$ cat src/rtl/reg_file_read_unit.sv
// Read side of the register bank: two-operand reads over a valid/ready handshake with a
// single registered output stage, plus a sequential dump engine that streams every register.
// Optional same-cycle write bypass is compiled in with `define READ_BYPASS_EN.
module reg_file_read_unit #(
  parameter int unsigned WIDTH    = 32,
  parameter int unsigned NUM_REGS = 32,
  parameter int unsigned ADDR_W   = 5,
  parameter int unsigned ZERO_REG = 0
) (
  input  logic                       clk,
  input  logic                       reset,
  input  logic [NUM_REGS*WIDTH-1:0]  regs_i,
  input  logic                       req_valid_i,
  output logic                       req_ready_o,
  input  logic [ADDR_W-1:0]          rs1_i,
  input  logic [ADDR_W-1:0]          rs2_i,
  output logic [WIDTH-1:0]           rd_data1_o,
  output logic [WIDTH-1:0]           rd_data2_o,
  output logic                       rd_valid_o,
  input  logic                       rd_ready_i,
  input  logic                       Reg_Write_i,
  input  logic [ADDR_W-1:0]          wr_addr_i,
  input  logic [WIDTH-1:0]           Rd,
  input  logic                       dump_start_i,
  output logic                       dump_valid_o,
  input  logic                       dump_ready_i,
  output logic [ADDR_W-1:0]          dump_idx_o,
  output logic [WIDTH-1:0]           dump_data_o,
  output logic                       dump_busy_o
);

  typedef enum logic [1:0] {StIdle, StDump, StDone} state_e;

  state_e            state_q, state_d;
  logic [ADDR_W-1:0] dump_idx_q, dump_idx_d;
  logic [WIDTH-1:0]  dump_data_q, dump_data_d;
  logic              rd_valid_q, rd_valid_d;
  logic [WIDTH-1:0]  rd_data1_q, rd_data1_d;
  logic [WIDTH-1:0]  rd_data2_q, rd_data2_d;

  logic [WIDTH-1:0]  bank [NUM_REGS];
  logic [WIDTH-1:0]  op1, op2;
  logic              accept;

  // Unflatten the bank; index 0 is forced to zero when it is a hardwired zero register.
  always_comb begin
    for (int k = 0; k < NUM_REGS; k++) begin
      bank[k] = regs_i[k*WIDTH +: WIDTH];
    end
    if (ZERO_REG != 0) begin
      bank[0] = '0;
    end
  end

`ifdef READ_BYPASS_EN
  logic byp_ok;
  assign byp_ok = Reg_Write_i && !((ZERO_REG != 0) && (wr_addr_i == '0));

  // Operand select with same-cycle write forwarding.
  always_comb begin
    op1 = (byp_ok && (wr_addr_i == rs1_i)) ? Rd : bank[rs1_i];
    op2 = (byp_ok && (wr_addr_i == rs2_i)) ? Rd : bank[rs2_i];
  end
`else
  logic unused_bypass;
  assign unused_bypass = ^{Reg_Write_i, wr_addr_i, Rd};

  // Operand select straight from the bank (old value on a same-cycle write).
  always_comb begin
    op1 = bank[rs1_i];
    op2 = bank[rs2_i];
  end
`endif

  // Ready is also gated by reset because the idle/empty reset state would otherwise show ready.
  assign req_ready_o = !reset && (state_q == StIdle) && (!rd_valid_q || rd_ready_i);
  assign accept      = req_valid_i && req_ready_o;

  // Output stage: load on accept, empty on drain, otherwise hold.
  always_comb begin
    rd_valid_d = rd_valid_q;
    rd_data1_d = rd_data1_q;
    rd_data2_d = rd_data2_q;
    if (accept) begin
      rd_valid_d = 1'b1;
      rd_data1_d = op1;
      rd_data2_d = op2;
    end else if (rd_ready_i) begin
      rd_valid_d = 1'b0;
    end
  end

  // Dump FSM next-state: word is registered on entry and on every advance.
  always_comb begin
    state_d     = state_q;
    dump_idx_d  = dump_idx_q;
    dump_data_d = dump_data_q;
    unique case (state_q)
      StIdle: begin
        if (dump_start_i) begin
          state_d     = StDump;
          dump_idx_d  = '0;
          dump_data_d = bank[0];
        end
      end
      StDump: begin
        if (dump_ready_i) begin
          if (dump_idx_q == ADDR_W'(NUM_REGS - 1)) begin
            state_d = StDone;
          end else begin
            dump_idx_d  = dump_idx_q + 1'b1;
            dump_data_d = bank[dump_idx_q + 1'b1];
          end
        end
      end
      StDone: begin
        state_d = StIdle;
      end
      default: begin
        state_d = StIdle;
      end
    endcase
  end

  // Dump FSM state register.
  always_ff @(posedge clk or posedge reset) begin
    if (reset) begin
      state_q     <= StIdle;
      dump_idx_q  <= '0;
      dump_data_q <= '0;
    end else begin
      state_q     <= state_d;
      dump_idx_q  <= dump_idx_d;
      dump_data_q <= dump_data_d;
    end
  end

  // Read output stage register.
  always_ff @(posedge clk or posedge reset) begin
    if (reset) begin
      rd_valid_q <= 1'b0;
      rd_data1_q <= '0;
      rd_data2_q <= '0;
    end else begin
      rd_valid_q <= rd_valid_d;
      rd_data1_q <= rd_data1_d;
      rd_data2_q <= rd_data2_d;
    end
  end

  assign rd_valid_o   = rd_valid_q;
  assign rd_data1_o   = rd_data1_q;
  assign rd_data2_o   = rd_data2_q;
  assign dump_valid_o = (state_q == StDump);
  assign dump_busy_o  = (state_q == StDump) || (state_q == StDone);
  assign dump_idx_o   = dump_idx_q;
  assign dump_data_o  = dump_data_q;

endmodule

$ cat config.mk
export PLATFORM = sky130hd
export DESIGN_NAME = reg_file_read_unit
export DESIGN_NICKNAME = d
export VERILOG_FILES = /design/src/rtl/reg_file_read_unit.sv
export SDC_FILE = /design/constraint.sdc
export NUM_CORES = 1
export LEC_CHECK = 0
export CORE_AREA = 2 2 466 468
export DETAILED_ROUTE_END_ITERATION = 8
export DIE_AREA = 0 0 468 470
export HOLD_SLACK_MARGIN = 0.03
export PLACE_DENSITY = 0.42
export SLEW_MARGIN = 20
export SYNTH_ARGS = -nofsm -noshare
export SYNTH_HDL_FRONTEND = slang
export SYNTH_SLANG_ARGS = --single-unit
$ cat constraint.sdc
create_clock -name clk -period 4 [get_ports clk]
set_clock_uncertainty 0.15 [all_clocks]
set_input_delay 0.8 -clock clk [delete_from_list [all_inputs] [get_ports clk]]
set_output_delay 0.8 -clock clk [all_outputs]
set_load 0.1 [all_outputs]
==> impl_metrics.json, run 1 <==
{
  "outcome": "completed",
  "final-hold-violation-count": 0,
  "start_util": 0.1400,
  "vdd_drop_max_mv": 0.3512,
  "io_pins": 1183,
  "hpwlAfterDp_um": 209300,
  "synth_seq_area_share": 0.08620,
  "synth_nets": 4332,
  "worst_slack_ns": 0.6594,
  "syn_area_um2": 30190,
  "synth_seq_cells": 104,
  "p_sw_mw": 11.85,
  "drive_gt1_frac": 0.1509,
  "multi_input_area_um2": 25780,
  "min_period_ns": 3.341,
  "grt_pass1_vias": 37090,
  "fp.dieW_um": 468,
  "grt_use_met2": 0.3589,
  "clkLatencyLatePin_ns": 0.48,
  "intPower_mw": 8.305,
  "regArea_um2": 2606,
  "antenna_found_initial": 156,
  "critPathKind": "in2reg",
  "dp_slack_ns": 0.3561,
  "hold_buffers": 0,
  "cts_setup_buffers": 0,
  "hp-class": "reg2reg",
  "drt-pass1-iter-count": 5,
  "cts_resized": 0,
  "die_h_um": 470,
  "hold_slack_ns": 0.3369,
  "synth_ff_type": "dfrtp_1",
  "vias_per_cell": 5.182,
  "min_period_over_period": 0.8352,
  "areaGrowthSynthToFinish_pct": 54.62,
  "grt_pass1_wl_um": 343800,
  "finalSetupTns_ns": 0,
  "fill_cells": 23590,
  "power_mw": 20.16,
  "yosysWarningCount": 0,
  "crit_end": "rd_data1_o[6]",
  "relSlewSlack": 0.2627,
  "htreeDepth": 3,
  "nNetsFinal": 5366,
  "ff2ff_setup_slack_ns": 0.73,
  "max_freq_mhz": 299.3,
  "first_iter_violations": 4140,
  "numCtsBuffers": 9,
  "slew_violations": 0,
  "rsz0062_at_grt": "false",
  "crit_fanout": 30,
  "num_vias": 37370,
  "r2r-start": "dump_idx_o[0]",
  "cts_buffer_depth": 2,
  "routabilityCongestion": 0.9425,
  "reg2regPathDepth": 8,
  "setup_violations": 0,
  "crit_path_start": "rs1_i[2]",
  "grt_max_degree": 77,
  "clkPwrFrac": 0.058,
  "switching_share": 0.5880,
  "drcViolationCount": 0,
  "cts_tree": "done",
  "wl_per_cell_um": 36.30,
  "met3_usage": 0.07560,
  "netlist_instances": 3249,
  "dieArea_um2": 220000,
  "ant_nets": 0,
  "cts_sinks": 104,
  "core_um2": 215700,
  "power_frac_comb": 0.840,
  "rows": 171,
  "gr-usage-met1": 0.2836,
  "cts_root_buffer": "clkbuf_16",
  "p_leak_nw": 18.36,
  "async_flop_share": 1.000,
  "layoutNonFillerInstCount": 7212,
  "tightest_slew_ns": 1.103,
  "max-cap-violations": 0,
  "grt_use_total": 0.2270,
  "timing.rr.end": "dump_data_o[20]",
  "ys_types": 41,
  "synth.avg_cell_area_um2": 9.292,
  "placedCellCount": 7126,
  "crit_path_start_kind": "primary input",
  "synth-edff-count": 0,
  "crit_required_ns": 4.23,
  "port_buffers": 1144,
  "arrival_ns": 3.58,
  "p_per_area_nw_per_um2": 431.8,
  "endpoint_kind": "register",
  "pwr-share-seq": 0.102,
  "wirelength_um": 261800,
  "grt_overflow": 0,
  "clkSlewWorstSetupHoldPaths_ns": 0.11,
  "busiest_layer": "met2"
}
==> registers in the layout, indices dropped and copies added, names as in the netlist <==
signal / count
rd_valid_o: 1
rd_data2_o: 32
state_q: 2
dump_idx_o: 5
dump_data_o: 32
rd_data1_o: 32
==> layer usage <==
layer / routed length, µm / part of all wire / up-vias
met5: 383 / 0.0015 / -
met1: 106300 / 0.41 / 19060
li1: - / - / 15350
met2: 118100 / 0.45 / 2409
met3: 26790 / 0.10 / 488
met4: 10240 / 0.039 / 58
==> how the worst min path moves through the flow <==
stage / from / end / depth (start not counted)
floorplan: state_q[1] / state_q[1] / 2
global placement: rd_data1_o[5] / rd_data1_o[5] / 2
detailed placement: rd_data1_o[5] / rd_data1_o[5] / 2
CTS: rd_data1_o[5] / rd_data1_o[5] / 2
global route: rd_data1_o[5] / rd_data1_o[5] / 2
finish: rd_data1_o[5] / rd_data1_o[5] / 2
==> per-stage QoR <==
| stage | instance area [µm²] | util |
|---|---|---|
| after floorplan | 30200 | - |
| after global placement | 46210 | 0.2143 |
| after detailed placement | 46210 | 0.2143 |
| after CTS | 46510 | 0.2156 |
| after global routing | 46590 | 0.2160 |
| final | 46680 | 0.2165 |
==> cell usage in the layout (no fill, tap or decap), types with 4 or more instances in the layout <==
cell	Yosys	routed
o21ai_0	38	38
nand2_1	347	344
clkbuf_16	0	9
a221oi_2	23	23
nand3_1	116	116
o41ai_2	64	64
buf_12	1	74
o22ai_1	64	64
nor2_1	42	34
nor2b_4	0	5
a221oi_1	105	105
diode_2	0	70
mux4_2	214	214
buf_4	43	214
nand2b_4	0	4
and2_4	0	5
clkdlybuf4s50_1	0	1110
a22oi_1	310	310
ha_1	5	4
nor2_4	0	9
a41oi_1	21	21
a31oi_1	11	11
a22o_1	128	128
dfrtp_1	104	103
mux2i_1	1109	1109
a21oi_1	129	129
==> Yosys cell counts (all sizes together) (2+ instances only) <==
cell type / number / area share
a21oi: 129 / 0.021
a221oi: 128 / 0.042
a22o: 128 / 0.037
a22oi: 310 / 0.077
a31oi: 11 / 0.0023
a41oi: 21 / 0.0061
and2: 5 / 0.0010
buf: 198 / 0.043
clkbuf: 180 / 0.024
dfrtp: 104 / 0.086
ha: 5 / 0.0021
inv: 4 / 0.00050
mux2: 2 / 0.00075
mux2i: 1109 / 0.37
mux4: 214 / 0.16
nand2: 347 / 0.043
nand2b: 7 / 0.0015
nand3: 116 / 0.019
nor2: 43 / 0.0054
nor2b: 8 / 0.0017
nor3b: 2 / 0.00050
o21ai: 38 / 0.0063
o22ai: 64 / 0.013
o41ai: 64 / 0.034
or2: 3 / 0.00062
xnor2: 2 / 0.00083
xor2: 2 / 0.00058
==> critical path, stage by stage <==
cell             delay (ns)
clkdlybuf4s50_1        0.62
and2_4                 0.37
buf_12                 0.21
a22o_1                 0.29
a221oi_1               0.58
o22ai_1                0.23
o41ai_2                0.34
==> layout make-up <==
| type | instances | share of cell area |
|---|---|---|
| multi-input cells | 2763 | 0.5523 |
| repair buffers | 1401 | 0.3049 |
| well taps | 2854 | 0.07650 |
| flip-flops and latches | 104 | 0.05583 |
| clock buffers | 9 | 0.004825 |
| diodes | 70 | 0.003752 |
| clock inverters | 7 | 0.001447 |
| inverters | 4 | 0.0004289 |
==> kinds of logic after synthesis <==
group                      Yosys count  share of synthesized area
DFF                                104                    0.08620
AOI/OAI and AO/OA                  896                     0.2407
and+or+nand+nor                    533                    0.07352
xor gates and xnor gates             4                   0.001409
adders and majority gates            5                   0.002072
muxes                             1325                     0.5281
buffers and inverters              382                    0.06805
==> power groups by stage <==
stage	Combinational (mW)	Sequential, mW	Clock [mW]
after floorplan	7.43	5.27	0
after detailed placement	16.9	2.06	0
final	16.9	2.05	1.17
after global routing	17.6	2.09	1.25
after global placement	16.9	2.07	0
after CTS	16.9	2.05	1.24
No activity file was read; power rests on OpenSTA's default activity.
==> run 2, diff against run 1 <==
clock period = 3.4 ns   (was 4 ns; I/O delays follow)
==> run 2 against run 1 <==
Clock power is 24% higher. Final area hardly changed. Routed wire length is 0.30% higher. Non-clock buffer count is 3 lower. Sequential power is 19% higher. Sequential cell count stayed put. Core utilization hardly changed. Critical path depth stayed put. Count of clock-buffer cells in the layout stayed put. Critical path type is now reg2reg. Largest cell class unchanged. Highest routed layer unchanged.
==> impl_metrics.json, run 2 (synthesis gave the netlist of run 1 again) <==
{
  "crit_required_ns": 3.63,
  "drt-pass1-iter-count": 6,
  "cts_resized": 0,
  "grt_pass1_wl_um": 345900,
  "min_period_ns": 3.088,
  "numCtsBuffers": 9,
  "cts_buffer_depth": 2,
  "max-cap-violations": 0,
  "core_um2": 215700,
  "cts_root_buffer": "clkbuf_16",
  "hold_path.startpoint": "rd_data1_o[31]",
  "num_vias": 37310,
  "setup_violations": 0,
  "tightest_slew_ns": 0.9157,
  "final_common_cell": "mux2i_1",
  "final_util": 0.2165,
  "ant_nets": 0,
  "drcViolationCount": 0,
  "wl_per_cell_um": 36.35,
  "ff2ff_setup_slack_ns": 0.31,
  "areaGrowthSynthToFinish_pct": 54.66,
  "min_to": "rd_data1_o[31]",
  "final_cell_mix": "mux2i_1, clkdlybuf4s50_1, nand2_1",
  "nNetsFinal": 5363,
  "cts_setup_buffers": 0,
  "hold_slack_ns": 0.3376,
  "finalSetupTns_ns": 0,
  "arrival_ns": 3.32,
  "crit_slowest_cell": "nor2_4",
  "hold_buffers": 0,
  "rows": 171,
  "hpwlAfterDp_um": 209700,
  "final-hold-violation-count": 0,
  "cts_sinks": 104,
  "r2r-start": "dump_idx_o[1]",
  "dieArea_um2": 220000,
  "relSlewSlack": 0.3881,
  "vdd_drop_max_mv": 0.3425,
  "die_h_um": 470,
  "crit_path_start_kind": "register",
  "cp_cell_sequence": "ha_4, and3_1, ha_1, nand2_1, nor2_4, a22oi_1, a41oi_1",
  "grt_pass1_vias": 37120,
  "grt_overflow": 0,
  "wirelength_um": 262600,
  "timing.rr.end": "dump_data_o[31]",
  "hp-class": "reg2reg",
  "min_path_cells": 2,
  "p_leak_nw": 18.48,
  "vias_per_cell": 5.164,
  "grt_use_total": 0.2287,
  "htreeDepth": 3,
  "endpoint_kind": "register",
  "routabilityCongestion": 0.9339,
  "path_buf_inv": 0,
  "critPathKind": "reg2reg",
  "max_freq_mhz": 323.8,
  "start_util": 0.1400,
  "fp.dieW_um": 468,
  "drive_gt1_frac": 0.1673,
  "crit_fanout": 7,
  "cpLargestDelayFamily": "simple AND/OR/NAND/NOR gates",
  "rsz0062_at_grt": "false",
  "clkLatencyLatePin_ns": 0.47,
  "outcome": "completed",
  "max_stage_delay_ns": 0.75,
  "slew_violations": 0,
  "port_buffers": 1144,
  "cts_tree": "done",
  "clkSlewWorstSetupHoldPaths_ns": 0.10,
  "min_period_over_period": 0.9083,
  "antenna_found_initial": 185,
  "grt_max_degree": 65,
  "io_pins": 1183,
  "reg2regPathDepth": 7,
  "p_per_area_nw_per_um2": 508.0,
  "first_iter_violations": 4250
}
==> run 2: cell types whose count changed in the layout (fill, tap and decap cells not counted) <==
cell,previous run,this run
buf_12,74,85
diode_2,70,86
inv_6,2,3
nor3b_4,0,1
clkinv_2,0,1
clkdlybuf4s50_1,1110,1037
bufinv_16,0,2
clkinvlp_4,3,1
buf_4,214,273
clkinv_8,1,0
nor3b_2,1,0
inv_8,1,0
==> run 2: worst max path at each step <==
stage,startpoint,to,slack [ns],cells after the start
3_5_place_dp,rs2_i[0],rd_data2_o[26],-0.04,9
4_1_cts,dump_idx_o[0],dump_data_o[12],0.22,7
2_1_floorplan,rd_valid_o,rd_data1_o[0],0.21,6
3_3_place_gp,rs2_i[2],rd_data2_o[26],-0.02,8
6_report,dump_idx_o[1],dump_data_o[31],0.31,7
5_1_grt,dump_idx_o[0],dump_data_o[12],0.13,7
==> run 2: area by class of cell <==
cell class,count,area [µm²]
antenna,86,215.2
fill,23650,169000
multi-input combinational,2763,25790
clock inverter,7,100.1
tap,2854,3571
sequential,104,2606
clock buffer,9,225.2
timing repair buffer,1398,14170
inverter,4,18.77
==> run 2: routing by layer <==
| metal | global-route usage | share of wire | vias to the layer above | wire (µm) |
|---|---|---|---|---|
| met4 | 0.09315 | 0.040 | 110 | 10540 |
| met3 | 0.08891 | 0.11 | 489 | 28410 |
| li1 | - | - | 15360 | - |
| met5 | 0 | 0.0028 | - | 726 |
| met1 | 0.2870 | 0.41 | 18960 | 107800 |
| met2 | 0.3473 | 0.44 | 2393 | 115200 |
==> run 2: through the flow <==
stage | cells | power [mW] | instance area (µm²) | setup WS (ns)
floorplan | 3249 | 14.95 | 30210 | 0.2143
global placement | 7123 | 22.11 | 46150 | -0.01669
detailed placement | 7123 | 22.13 | 46150 | -0.04169
CTS | 7139 | 23.74 | 46480 | 0.2151
global route | 7174 | 24.70 | 46560 | 0.1287
finish | 7225 | 23.72 | 46690 | 0.3118
==> run 2: where the power goes <==
group          switching [mW]  internal (mW)
logic                    12.5           7.38
clock network           0.796          0.657
registers               0.612           1.82
total                    13.9           9.86
==> run 2: worst min-delay path: cells and delay by family, from the launching register on <==
| family | cells | cell delay, ns |
|---|---|---|
| compound gates | 1 | 0.05 |
| flops | 1 | 0.35 |
| simple gates | 1 | 0.06 |
